==> config.mk <==
export PLATFORM = sky130hd
export DESIGN_NAME = wb_stage_flat
export DESIGN_NICKNAME = d
export VERILOG_FILES = /design/src/rtl/wb_stage_pkg.sv /design/src/rtl/wb_stage_if.sv /design/src/rtl/wb_stage_load_align.sv /design/src/rtl/wb_stage.sv /design/src/flat_wrapper.sv
export SDC_FILE = /design/constraint.sdc
export NUM_CORES = 1
export LEC_CHECK = 0
export CAP_MARGIN = 10
export CORE_MARGIN = 2
export CORE_UTILIZATION = 44
export CTS_BUF_LIST = sky130_fd_sc_hd__clkbuf_4 sky130_fd_sc_hd__clkbuf_8 sky130_fd_sc_hd__clkbuf_16
export CTS_CLUSTER_SIZE = 24
export DETAILED_ROUTE_END_ITERATION = 8
export PLACE_DENSITY_LB_ADDON = 0.2
export SYNTH_ARGS = -nofsm -noshare
export SYNTH_HDL_FRONTEND = slang
export SYNTH_SLANG_ARGS = --single-unit
==> constraint.sdc <==
create_clock -name clk -period 2.8 [get_ports clk]
set_clock_uncertainty 0.15 [all_clocks]
set_input_delay 0.56 -clock clk [delete_from_list [all_inputs] [get_ports clk]]
set_output_delay 0.56 -clock clk [all_outputs]
set_load 0.1 [all_outputs]
==> src/rtl/wb_stage_pkg.sv <==
// Shared definitions for the write-back stage: opcodes, NOP encoding,
// load size selectors, FSM state type and the opcode classifier.
package wb_stage_pkg;

    localparam logic [6:0] OP_LOAD    = 7'b0000011;
    localparam logic [6:0] OP_STORE   = 7'b0100011;
    localparam logic [6:0] OP_BRANCH  = 7'b1100011;
    localparam logic [6:0] OP_JAL     = 7'b1101111;
    localparam logic [6:0] OP_JALR    = 7'b1100111;
    localparam logic [6:0] OP_LUI     = 7'b0110111;
    localparam logic [6:0] OP_AUIPC   = 7'b0010111;
    localparam logic [6:0] OP_OPIMM   = 7'b0010011;
    localparam logic [6:0] OP_OP      = 7'b0110011;
    localparam logic [6:0] OP_OPIMM32 = 7'b0011011;
    localparam logic [6:0] OP_OP32    = 7'b0111011;

    // A bubble is written back as addi x0, x0, 0
    localparam logic [6:0]  NOP_OPCODE = OP_OPIMM;
    localparam logic [4:0]  NOP_RD     = 5'd0;
    localparam logic [2:0]  NOP_FUNC3  = 3'd0;
    localparam logic [6:0]  NOP_FUNC7  = 7'd0;
    localparam logic [11:0] NOP_IMM    = 12'd0;

    localparam logic [2:0] F3_LB      = 3'b000;
    localparam logic [2:0] F3_LH      = 3'b001;
    localparam logic [2:0] F3_LW      = 3'b010;
    localparam logic [2:0] F3_LD      = 3'b011;
    localparam logic [2:0] F3_LBU     = 3'b100;
    localparam logic [2:0] F3_LHU     = 3'b101;
    localparam logic [2:0] F3_LWU     = 3'b110;
    localparam logic [2:0] F3_ILLEGAL = 3'b111;

    typedef enum logic [0:0] {
        ST_IDLE      = 1'b0,
        ST_LOAD_WAIT = 1'b1
    } wb_state_t;

    typedef enum logic [2:0] {
        CLS_UNKNOWN,
        CLS_LINK,
        CLS_ALU,
        CLS_LOAD,
        CLS_NOWRITE
    } op_class_t;

    function automatic op_class_t classify(input logic [6:0] opcode);
        op_class_t cls;
        case (opcode)
            OP_JAL, OP_JALR:                       cls = CLS_LINK;
            OP_LUI, OP_AUIPC, OP_OPIMM, OP_OP,
            OP_OPIMM32, OP_OP32:                   cls = CLS_ALU;
            OP_LOAD:                               cls = CLS_LOAD;
            OP_STORE, OP_BRANCH:                   cls = CLS_NOWRITE;
            default:                               cls = CLS_UNKNOWN;
        endcase
        return cls;
    endfunction

endpackage

==> src/rtl/wb_stage_if.sv <==
// MEM-to-WB handshake and register-file write port of the write-back stage.
interface wb_stage_if #(
    parameter int XLEN = 64
);
    logic            in_valid;
    logic [6:0]      in_opcode;
    logic [4:0]      in_rd;
    logic [2:0]      in_func3;
    logic [XLEN-1:0] in_alu;
    logic [XLEN-1:0] in_pc4;
    logic            mem_rvalid;
    logic [XLEN-1:0] mem_rdata;
    logic            stall;
    logic [XLEN-1:0] wdata;
    logic [4:0]      wrd;
    logic [6:0]      wopcode;
    logic            wb_err;

    modport master (
        output in_valid, in_opcode, in_rd, in_func3, in_alu, in_pc4,
        output mem_rvalid, mem_rdata,
        input  stall, wdata, wrd, wopcode, wb_err
    );

    modport slave (
        input  in_valid, in_opcode, in_rd, in_func3, in_alu, in_pc4,
        input  mem_rvalid, mem_rdata,
        output stall, wdata, wrd, wopcode, wb_err
    );
endinterface

==> src/rtl/wb_stage_load_align.sv <==
// Extracts and extends load data from an aligned doubleword, and flags
// misaligned accesses and the reserved size encoding.
module load_align
    import wb_stage_pkg::*;
#(
    parameter int XLEN = 64
) (
    input  logic [2:0]      addr,
    input  logic [2:0]      func3,
    input  logic [XLEN-1:0] rdata,
    output logic [XLEN-1:0] value,
    output logic            misaligned,
    output logic            illegal
);
    logic [XLEN-1:0] lane;
    logic [7:0]      lane_byte [0:7];

    assign lane = rdata >> {addr, 3'b000};

    genvar gi;
    generate
        for (gi = 0; gi < 8; gi++) begin : g_byte
            assign lane_byte[gi] = lane[8*gi +: 8];
        end
    endgenerate

    always_comb begin
        value = '0;
        case (func3)
            F3_LB:  value = {{(XLEN-8){lane_byte[0][7]}}, lane_byte[0]};
            F3_LH:  value = {{(XLEN-16){lane_byte[1][7]}}, lane_byte[1], lane_byte[0]};
            F3_LW:  value = {{(XLEN-32){lane_byte[3][7]}}, lane[31:0]};
            F3_LD:  value = lane;
            F3_LBU: value = {{(XLEN-8){1'b0}}, lane_byte[0]};
            F3_LHU: value = {{(XLEN-16){1'b0}}, lane_byte[1], lane_byte[0]};
            F3_LWU: value = {{(XLEN-32){1'b0}}, lane[31:0]};
            default: value = '0;
        endcase
    end

    always_comb begin
        misaligned = 1'b0;
        case (func3)
            F3_LH, F3_LHU: misaligned = addr[0];
            F3_LW, F3_LWU: misaligned = |addr[1:0];
            F3_LD:         misaligned = |addr;
            default:       misaligned = 1'b0;
        endcase
    end

    assign illegal = (func3 == F3_ILLEGAL);

endmodule

==> src/rtl/wb_stage.sv <==
// Write-back stage: selects the register-file write value, waits for late
// load responses with a timeout, and keeps a sticky error flag.
module wb_stage
    import wb_stage_pkg::*;
#(
    parameter int XLEN         = 64,
    parameter int LOAD_TIMEOUT = 255
) (
    input  logic      clk,
    input  logic      rst,
    wb_stage_if.slave bus
);
    wb_state_t       state_reg;
    logic [7:0]      cnt_reg;
    logic [4:0]      cap_rd_reg;
    logic [2:0]      cap_func3_reg;
    logic [2:0]      cap_addr_reg;
    logic [6:0]      cap_opcode_reg;
    logic [XLEN-1:0] wdata_reg;
    logic [4:0]      wrd_reg;
    logic [6:0]      wopcode_reg;
    logic            err_reg;

    logic            in_wait;
    logic            issue_wait;
    logic [2:0]      la_addr;
    logic [2:0]      la_func3;
    logic [XLEN-1:0] la_value;
    logic            la_misaligned;
    logic            la_illegal;
    logic [4:0]      ld_rd;
    logic            ld_bad;
    logic [4:0]      ld_wrd;
    logic [XLEN-1:0] ld_wdata;
    logic [XLEN-1:0] res_wdata;
    logic [4:0]      res_wrd;
    logic [6:0]      res_wopcode;
    logic            res_err;

    assign in_wait    = (state_reg == ST_LOAD_WAIT);
    assign issue_wait = (state_reg == ST_IDLE) && bus.in_valid &&
                        (bus.in_opcode == OP_LOAD) && !bus.mem_rvalid;
    assign bus.stall  = in_wait || issue_wait;

    // The aligner sees the live request in IDLE and the captured one while waiting
    assign la_addr  = in_wait ? cap_addr_reg  : bus.in_alu[2:0];
    assign la_func3 = in_wait ? cap_func3_reg : bus.in_func3;
    assign ld_rd    = in_wait ? cap_rd_reg    : bus.in_rd;

    load_align #(
        .XLEN (XLEN)
    ) u_load_align (
        .addr       (la_addr),
        .func3      (la_func3),
        .rdata      (bus.mem_rdata),
        .value      (la_value),
        .misaligned (la_misaligned),
        .illegal    (la_illegal)
    );

    assign ld_bad   = la_misaligned || la_illegal;
    assign ld_wrd   = ld_bad ? 5'd0 : ld_rd;
    assign ld_wdata = (ld_wrd == 5'd0) ? '0 : la_value;

    always_comb begin
        res_wdata   = '0;
        res_wrd     = NOP_RD;
        res_wopcode = NOP_OPCODE;
        res_err     = 1'b0;
        if (bus.in_valid) begin
            case (classify(bus.in_opcode))
                CLS_LINK: begin
                    res_wopcode = bus.in_opcode;
                    res_wrd     = bus.in_rd;
                    res_wdata   = bus.in_pc4;
                end
                CLS_ALU: begin
                    res_wopcode = bus.in_opcode;
                    res_wrd     = bus.in_rd;
                    res_wdata   = bus.in_alu;
                end
                CLS_LOAD: begin
                    res_wopcode = bus.in_opcode;
                    res_wrd     = ld_wrd;
                    res_wdata   = ld_wdata;
                    res_err     = ld_bad;
                end
                CLS_NOWRITE: begin
                    res_wopcode = bus.in_opcode;
                end
                default: begin
                    res_wopcode = NOP_OPCODE;
                end
            endcase
            if (res_wrd == 5'd0) begin
                res_wdata = '0;
            end
        end
    end

    always_ff @(posedge clk) begin
        if (rst) begin
            state_reg      <= ST_IDLE;
            cnt_reg        <= 8'd0;
            cap_rd_reg     <= 5'd0;
            cap_func3_reg  <= 3'd0;
            cap_addr_reg   <= 3'd0;
            cap_opcode_reg <= 7'd0;
            wdata_reg      <= '0;
            wrd_reg        <= NOP_RD;
            wopcode_reg    <= NOP_OPCODE;
            err_reg        <= 1'b0;
        end else begin
            case (state_reg)
                ST_IDLE: begin
                    if (issue_wait) begin
                        state_reg      <= ST_LOAD_WAIT;
                        cnt_reg        <= 8'd0;
                        cap_rd_reg     <= bus.in_rd;
                        cap_func3_reg  <= bus.in_func3;
                        cap_addr_reg   <= bus.in_alu[2:0];
                        cap_opcode_reg <= bus.in_opcode;
                        wdata_reg      <= '0;
                        wrd_reg        <= NOP_RD;
                        wopcode_reg    <= NOP_OPCODE;
                    end else begin
                        wdata_reg   <= res_wdata;
                        wrd_reg     <= res_wrd;
                        wopcode_reg <= res_wopcode;
                        err_reg     <= err_reg | res_err;
                    end
                end
                ST_LOAD_WAIT: begin
                    // A response arriving on the last allowed cycle still wins
                    if (bus.mem_rvalid) begin
                        state_reg   <= ST_IDLE;
                        wdata_reg   <= ld_wdata;
                        wrd_reg     <= ld_wrd;
                        wopcode_reg <= cap_opcode_reg;
                        err_reg     <= err_reg | ld_bad;
                    end else if (cnt_reg == 8'(LOAD_TIMEOUT - 1)) begin
                        state_reg   <= ST_IDLE;
                        cnt_reg     <= cnt_reg + 8'd1;
                        err_reg     <= 1'b1;
                        wdata_reg   <= '0;
                        wrd_reg     <= NOP_RD;
                        wopcode_reg <= NOP_OPCODE;
                    end else begin
                        cnt_reg     <= cnt_reg + 8'd1;
                        wdata_reg   <= '0;
                        wrd_reg     <= NOP_RD;
                        wopcode_reg <= NOP_OPCODE;
                    end
                end
                default: begin
                    state_reg <= ST_IDLE;
                end
            endcase
        end
    end

    assign bus.wdata   = wdata_reg;
    assign bus.wrd     = wrd_reg;
    assign bus.wopcode = wopcode_reg;
    assign bus.wb_err  = err_reg;

endmodule
==> src/flat_wrapper.sv <==
// flat-port wrapper written by rule: the top's interface ports become plain ports
module wb_stage_flat import wb_stage_pkg::*;
#(
    parameter int XLEN         = 64,
    parameter int LOAD_TIMEOUT = 255
)
  (clk, rst, bus_in_valid, bus_in_opcode, bus_in_rd, bus_in_func3, bus_in_alu, bus_in_pc4, bus_mem_rvalid, bus_mem_rdata, bus_stall, bus_wdata, bus_wrd, bus_wopcode, bus_wb_err);
  wb_stage_if #(.XLEN(XLEN)) bus_i ();
  input  logic clk;
  input  logic rst;
  input wire logic [$bits(bus_i.in_valid)-1:0] bus_in_valid;
  input wire logic [$bits(bus_i.in_opcode)-1:0] bus_in_opcode;
  input wire logic [$bits(bus_i.in_rd)-1:0] bus_in_rd;
  input wire logic [$bits(bus_i.in_func3)-1:0] bus_in_func3;
  input wire logic [$bits(bus_i.in_alu)-1:0] bus_in_alu;
  input wire logic [$bits(bus_i.in_pc4)-1:0] bus_in_pc4;
  input wire logic [$bits(bus_i.mem_rvalid)-1:0] bus_mem_rvalid;
  input wire logic [$bits(bus_i.mem_rdata)-1:0] bus_mem_rdata;
  output wire logic [$bits(bus_i.stall)-1:0] bus_stall;
  output wire logic [$bits(bus_i.wdata)-1:0] bus_wdata;
  output wire logic [$bits(bus_i.wrd)-1:0] bus_wrd;
  output wire logic [$bits(bus_i.wopcode)-1:0] bus_wopcode;
  output wire logic [$bits(bus_i.wb_err)-1:0] bus_wb_err;
  assign bus_i.in_valid = bus_in_valid;
  assign bus_i.in_opcode = bus_in_opcode;
  assign bus_i.in_rd = bus_in_rd;
  assign bus_i.in_func3 = bus_in_func3;
  assign bus_i.in_alu = bus_in_alu;
  assign bus_i.in_pc4 = bus_in_pc4;
  assign bus_i.mem_rvalid = bus_mem_rvalid;
  assign bus_i.mem_rdata = bus_mem_rdata;
  assign bus_stall = bus_i.stall;
  assign bus_wdata = bus_i.wdata;
  assign bus_wrd = bus_i.wrd;
  assign bus_wopcode = bus_i.wopcode;
  assign bus_wb_err = bus_i.wb_err;
  wb_stage #(.XLEN(XLEN), .LOAD_TIMEOUT(LOAD_TIMEOUT)) u_core (.clk(clk), .rst(rst), .bus(bus_i));
endmodule
## Yosys cells after proc, flatten, opt, wreduce, memory -nomap -nowiden

Cells that the tools add are included.

| operators by class | value |
|---|---|
| shift-type cells | 1 |
| reduce and logical (&&, ||, !) cells | 21 |
| bitwise gates (word level) | 3 |
| multiply operators | 0 |
| div/mod/pow operators | 0 |
| add/subtract/negate cells | 1 |
| order comparisons | 0 |
| mux-type cells | 39 |
| equality and inequality tests | 27 |

Operators by type and width:

| cell | number |
|---|---|
| one-hot mux 64 bit (7 select lines) | 1 |
| 2-to-1 mux 64 bit | 5 |
| one-hot mux 64 bit (3 select lines) | 1 |
| one-hot mux 64 bit (2 select lines) | 1 |
| >> shifter 64 x 6 -> 64 bit | 1 |
| 2-to-1 mux 5 bit | 6 |
| == test 7 x 6 -> 1 bit (second input constant) | 4 |
| 2-to-1 mux 7 bit | 4 |
| == test 7 x 5 -> 1 bit (second input constant) | 3 |
| == test 7 bit (second input constant) | 3 |
| one-hot mux 5 bit (2 select lines) | 2 |
| 2-to-1 mux 8 bit | 2 |
| one-hot mux 8 bit (2 select lines) | 1 |
| == test 3 bit (second input constant) | 5 |
| one-hot mux 7 bit (2 select lines) | 1 |
| == test 3 x 2 -> 1 bit (second input constant) | 4 |
| one-hot mux 3 bit (4 select lines) | 1 |
| OR reduction 2 bit | 6 |
| zero test 5 bit | 2 |
| 2-to-1 mux 3 bit | 3 |
| adder 8 x 1 -> 8 bit (second input constant) | 1 |
| == test 8 bit (second input constant) | 1 |
| 2-to-1 mux 1 bit | 8 |
| == test 7 x 2 -> 1 bit (second input constant) | 1 |
| other kinds (16) | 25 |

| storage, ports and cells | value |
|---|---|
| output and inout bits | 78 |
| memory bits (read-only) | 0 |
| bits of input ports | 211 |
| latch bits | 0 |
| memories kept | 0 |
| word-level logic and storage cells | 102 |
| bits in registers | 104 |
| bits in writable memories | 0 |

## Depth between registers and ports, before layout

| logic depth | value |
|---|---|
| depth in word-level cells | 13 |
| depth in mapped cells | 13 |
| depth with buffers taken out | 7 |

## Hierarchy

A second synthesis with hierarchy kept.

| second synthesis, totals | value |
|---|---|
| cells, all modules | 745 |
| area total of the unflattened synthesis | 7,060.5 um^2 |

Modules (own cells, without submodules):

| module | area each (um^2) | cells an instance | sequential area each (um^2) | times used |
|---|---|---|---|---|
| wb_stage | 4,411.7 | 443 | 2,082.0 | 1 |
| load_align | 2,648.8 | 302 | 0.0 | 1 |

## Worst setup path before layout

Ideal clock, no wire load.

| timing | value |
|---|---|
| path type | input to output |
| from | input bus_in_opcode[5] |
| to | output bus_stall |
| required time | 2.090 ns |
| path slack | -0.354 ns |
| stages on the path | 5 |
| data arrival time | 2.444 ns |
| path buffers | 1 |
| cell sequence | or2_2 -> or3_1 -> or3_1 -> clkbuf_1 -> nand2b_1 |

| between the ends | value |
|---|---|
| longest elaborated chain between the ends | 4 |

RTL lines:

| item | RTL line | source |
|---|---|---|
| start: declaration | flat_wrapper.sv:12 | `input wire logic [$bits(bus_i.in_opcode)-1:0] bus_in_opcode;` |
| == test 7 x 2 -> 1 bit | wb_stage.sv:42 | `(bus.in_opcode == OP_LOAD) && !bus.mem_rvalid;` |
| logical AND 1 bit | wb_stage.sv:41 | `assign issue_wait = (state_reg == ST_IDLE) && bus.in_valid &&` |
| logical AND 1 bit | wb_stage.sv:42 |  |
| logical OR 1 bit | wb_stage.sv:43 | `assign bus.stall = in_wait \|\| issue_wait;` |
| end: declaration | flat_wrapper.sv:19 | `output wire logic [$bits(bus_i.stall)-1:0] bus_stall;` |

No other way between the ends.

## Worst setup path in the final report

Same ends and word-level chain as after synthesis.

==> impl_results.md <==
- Synthesis Warnings: 0
- Final core occ: between 60% and 70%
- Overall routing resource usage: 31.3%
- Post-Syn Area: between 0.006 and 0.007 mm^2
- Core area: approximately 0.016 mm^2
- Initial antenna violation count: 0
- Hold_sp: u_core.cap_opcode_reg[1]
- Slew headroom: between 60% and 70%
- Leak pwr: 4.34 nW
- Via count: around 8100
- Maximum clock insertion buffer count: 2
- Final period util: between 90% and 100%
- RR Endpoint: u_core.bus.wdata[37]
- Share of cells above drive strength 1: 22.5%
- Largest register FFs: between 60 and 70
- CP Capture Type: output pin
- Leading cell type in the layout, fill and taps excluded: clkdlybuf4s50_1
- Cells after Synth: 832
- Startpoint types: input port
- Wire length per cell: between 15 and 20 um
- DR vias/cell: just under 6
- Register area: about 0.0021 mm^2
- Clk slew on worst S/H paths: 0.08 ns
- Nets: approximately 1400
- Most frequent cells in the layout: 203 x clkdlybuf4s50_1, 180 x buf_4, 105 x nand2_1
- Internal reg-to-reg setup slack: ~0.15 ns
- First-pass GRT wire length: a little over 40000 um
- Total of max-cap violations: 0
- Unrepaired setup endpoints after global routing: no
- Die Wd: approximately 130 um
- Period minus WS final: around 2.8 ns
- Inserted Clock Buffers: 9
- Peak fanout along the critical path: 2
- Post-synth EDFFs: 0
- Final wirelength: 27300 um
- Initial core utilization: 44.5%
- Routability cong.: between 0.9 and 1
- Half-perimeter wire length after placement: slightly above 20000 um
- HP Class: reg2reg
- Full die area: approximately 0.017 mm^2
- Synthesized flop and latch total: about 100
- Outcome: finished clean
- Fillers: 1330
- FMAX: ~360 MHz
- Setup WS pre-CTS: -0.305 ns
- CTS tree: yes
- Worst reg2reg path startpoint: u_core.in_wait
- Setup violators final: 0
- Placed inst area: roughly 0.011 mm^2
- Syn avg cell area: between 8 and 9 um^2
- Synthesized net count: between 1000 and 1500
- Die Y: roughly 130 um
- Most used DFF post-synth: dfxtp_1
- Final Instance Area: roughly 0.011 mm^2
- Layout area overhead: 57.0%
- Footprint of the multi-input gates: about 0.0045 mm^2
- Asr flop ratio synth: 0%
- Row Count: 46
- Yosys cell types: 66
- Count of pins over their slew limit: 0
- H-tree Lvls: 3
- GRT overflow: 0
- Top Ports: around 290
- Vias in the first global route: 7622
- Maximum vdd ir drop: 275 uV
- DRT iter0 DRCs: 652
- Required time worst endpoint: 2.09 ns
- Hold Path Stages: 1
- DR pass1 iterations: 6
- Crit path DAT: 2.06 ns
- Final worst slack: between 0.03 and 0.04 ns
- CTS Sinks: roughly 100
- Largest net degree at the start of global routing: 67
- Worst reg-to-reg path cell count: 9
- Critical path class: in2out
- Worst min-delay path endpoint: u_core.bus.wopcode[1]
- Root buf cell: clkbuf_16
- Actual slew at the worst max-slew pin: between 0.4 and 0.5 ns
- Clock Latency Late Sink: ~0.35 ns
- Final Hold Violating Endpoints: 0
- PD cells: 343 mW/mm^2
- Synth top area cells: dfxtp_1 30%, mux2i_1 8.6%, o2bb2ai_1 8.4%
- Yosys top cell area share: 29.8%
- Diodes inserted: 0
- Remaining DRCs: 0
- PortBufs: ~290
- Sequential element share of the synthesized area: slightly below 30%
- Antenna Nets Post-Route: 0
- Area leader, netlist: dfxtp_1
[worst max path at each step]
stage / cells after the start / endpoint / slack, ns / start
6_report: 6 / bus_stall / 0.03 / bus_in_opcode[5]
5_1_grt: 6 / bus_stall / 0.0003 / bus_in_opcode[5]
4_1_cts: 6 / bus_stall / 0.05 / bus_in_opcode[5]
3_5_place_dp: 10 / u_core.bus.wdata[37] / -0.31 / bus_in_alu[0]
3_3_place_gp: 6 / bus_stall / -0.23 / bus_in_opcode[5]
2_1_floorplan: 5 / bus_stall / 0.06 / bus_in_opcode[5]
[per-layer routing]
metal / wire length (um) / part of all wire (%) / GRT usage (%) / vias to the layer above
met4: 787 / 2.9 / 11.8 / 0
met2: 12800 / 47 / 51.5 / 378
met5: 0 / 0 / 0 / -
met3: 2210 / 8.1 / 5.17 / 45
li1: - / - / - / 3848
met1: 11500 / 42 / 41.4 / 3825
[kinds of logic (layout without fill, tap and decap cells)]
| family | Yosys count | count (layout) | synth area share, % |
|---|---|---|---|
| fa+ha+maj | 2 | 2 | 0.358 |
| mux | 87 | 87 | 14.6 |
| flops | 104 | 104 | 29.8 |
| compound gates | 275 | 275 | 28.9 |
| buf+inv | 89 | 432 | 7.20 |
| simple gates | 275 | 275 | 19.1 |
[cell usage after synthesis, types with 2 or more instances]
library cell / count
a32oi_1: 9
nor3_1: 7
nand4_1: 34
buf_2: 14
o211ai_1: 18
nor4_1: 3
a22o_1: 11
nor2b_1: 5
o21ai_0: 27
nor2_1: 52
o21bai_1: 2
mux4_2: 7
nand2_1: 105
mux2_2: 13
and2_1: 9
dfxtp_1: 104
ha_1: 2
o22ai_1: 3
mux2_4: 4
a22oi_1: 57
clkbuf_1: 37
nand3b_1: 7
and3_1: 5
buf_6: 15
nand3_1: 27
nand2b_1: 4
inv_1: 8
mux2i_1: 60
or3_1: 5
mux2i_4: 2
o21ai_1: 3
a21boi_0: 6
a311oi_1: 5
or4_1: 3
buf_4: 10
a21oi_1: 42
buf_1: 4
o2bb2ai_1: 67
a31oi_1: 8
a31o_2: 2
[critical path, cell delays in order]
cell           delay (ns)
dlygate4sd2_1        0.24
or2_4                0.25
or3_4                0.39
or3_4                0.36
nand2b_4             0.09
buf_12               0.17
[power breakdown]
part	internal [mW]	switching (mW)
sequential	1.48	0.000761
combinational	0.539	0.431
clock	0.703	0.616
[repair_timing]
item / 4_1_cts / 5_1_grt
pin swaps: 4 / 0
setup buffers: 2 / 1
gates cloned: 0 / 1
hold buffers: 0 / 0
setup endpoints to repair: 1 / 3
gates resized for setup: 10 / 3
[through the flow]
| stage | hold slack [ns] | setup TNS (ns) | total power [mW] | std cells |
|---|---|---|---|---|
| 2_1_floorplan | 0.266 | 0 | 1.89 | 832 |
| 3_3_place_gp | 0.273 | -8.27 | 2.46 | 1371 |
| 3_5_place_dp | 0.275 | -11.05 | 2.46 | 1371 |
| 4_1_cts | 0.298 | 0 | 3.76 | 1389 |
| 5_1_grt | 0.315 | 0 | 3.90 | 1391 |
| 6_report | 0.297 | 0 | 3.77 | 1391 |
[layout make-up]
cell class | count | share of cell area (%)
clock inverter | 7 | 0.684
multi-input combinational | 639 | 40.8
clock buffer | 9 | 2.05
sequential | 104 | 19.0
timing repair buffer | 408 | 34.7
tap | 216 | 2.46
inverter | 8 | 0.274
Note: power is estimated with default switching activity, not from simulation.
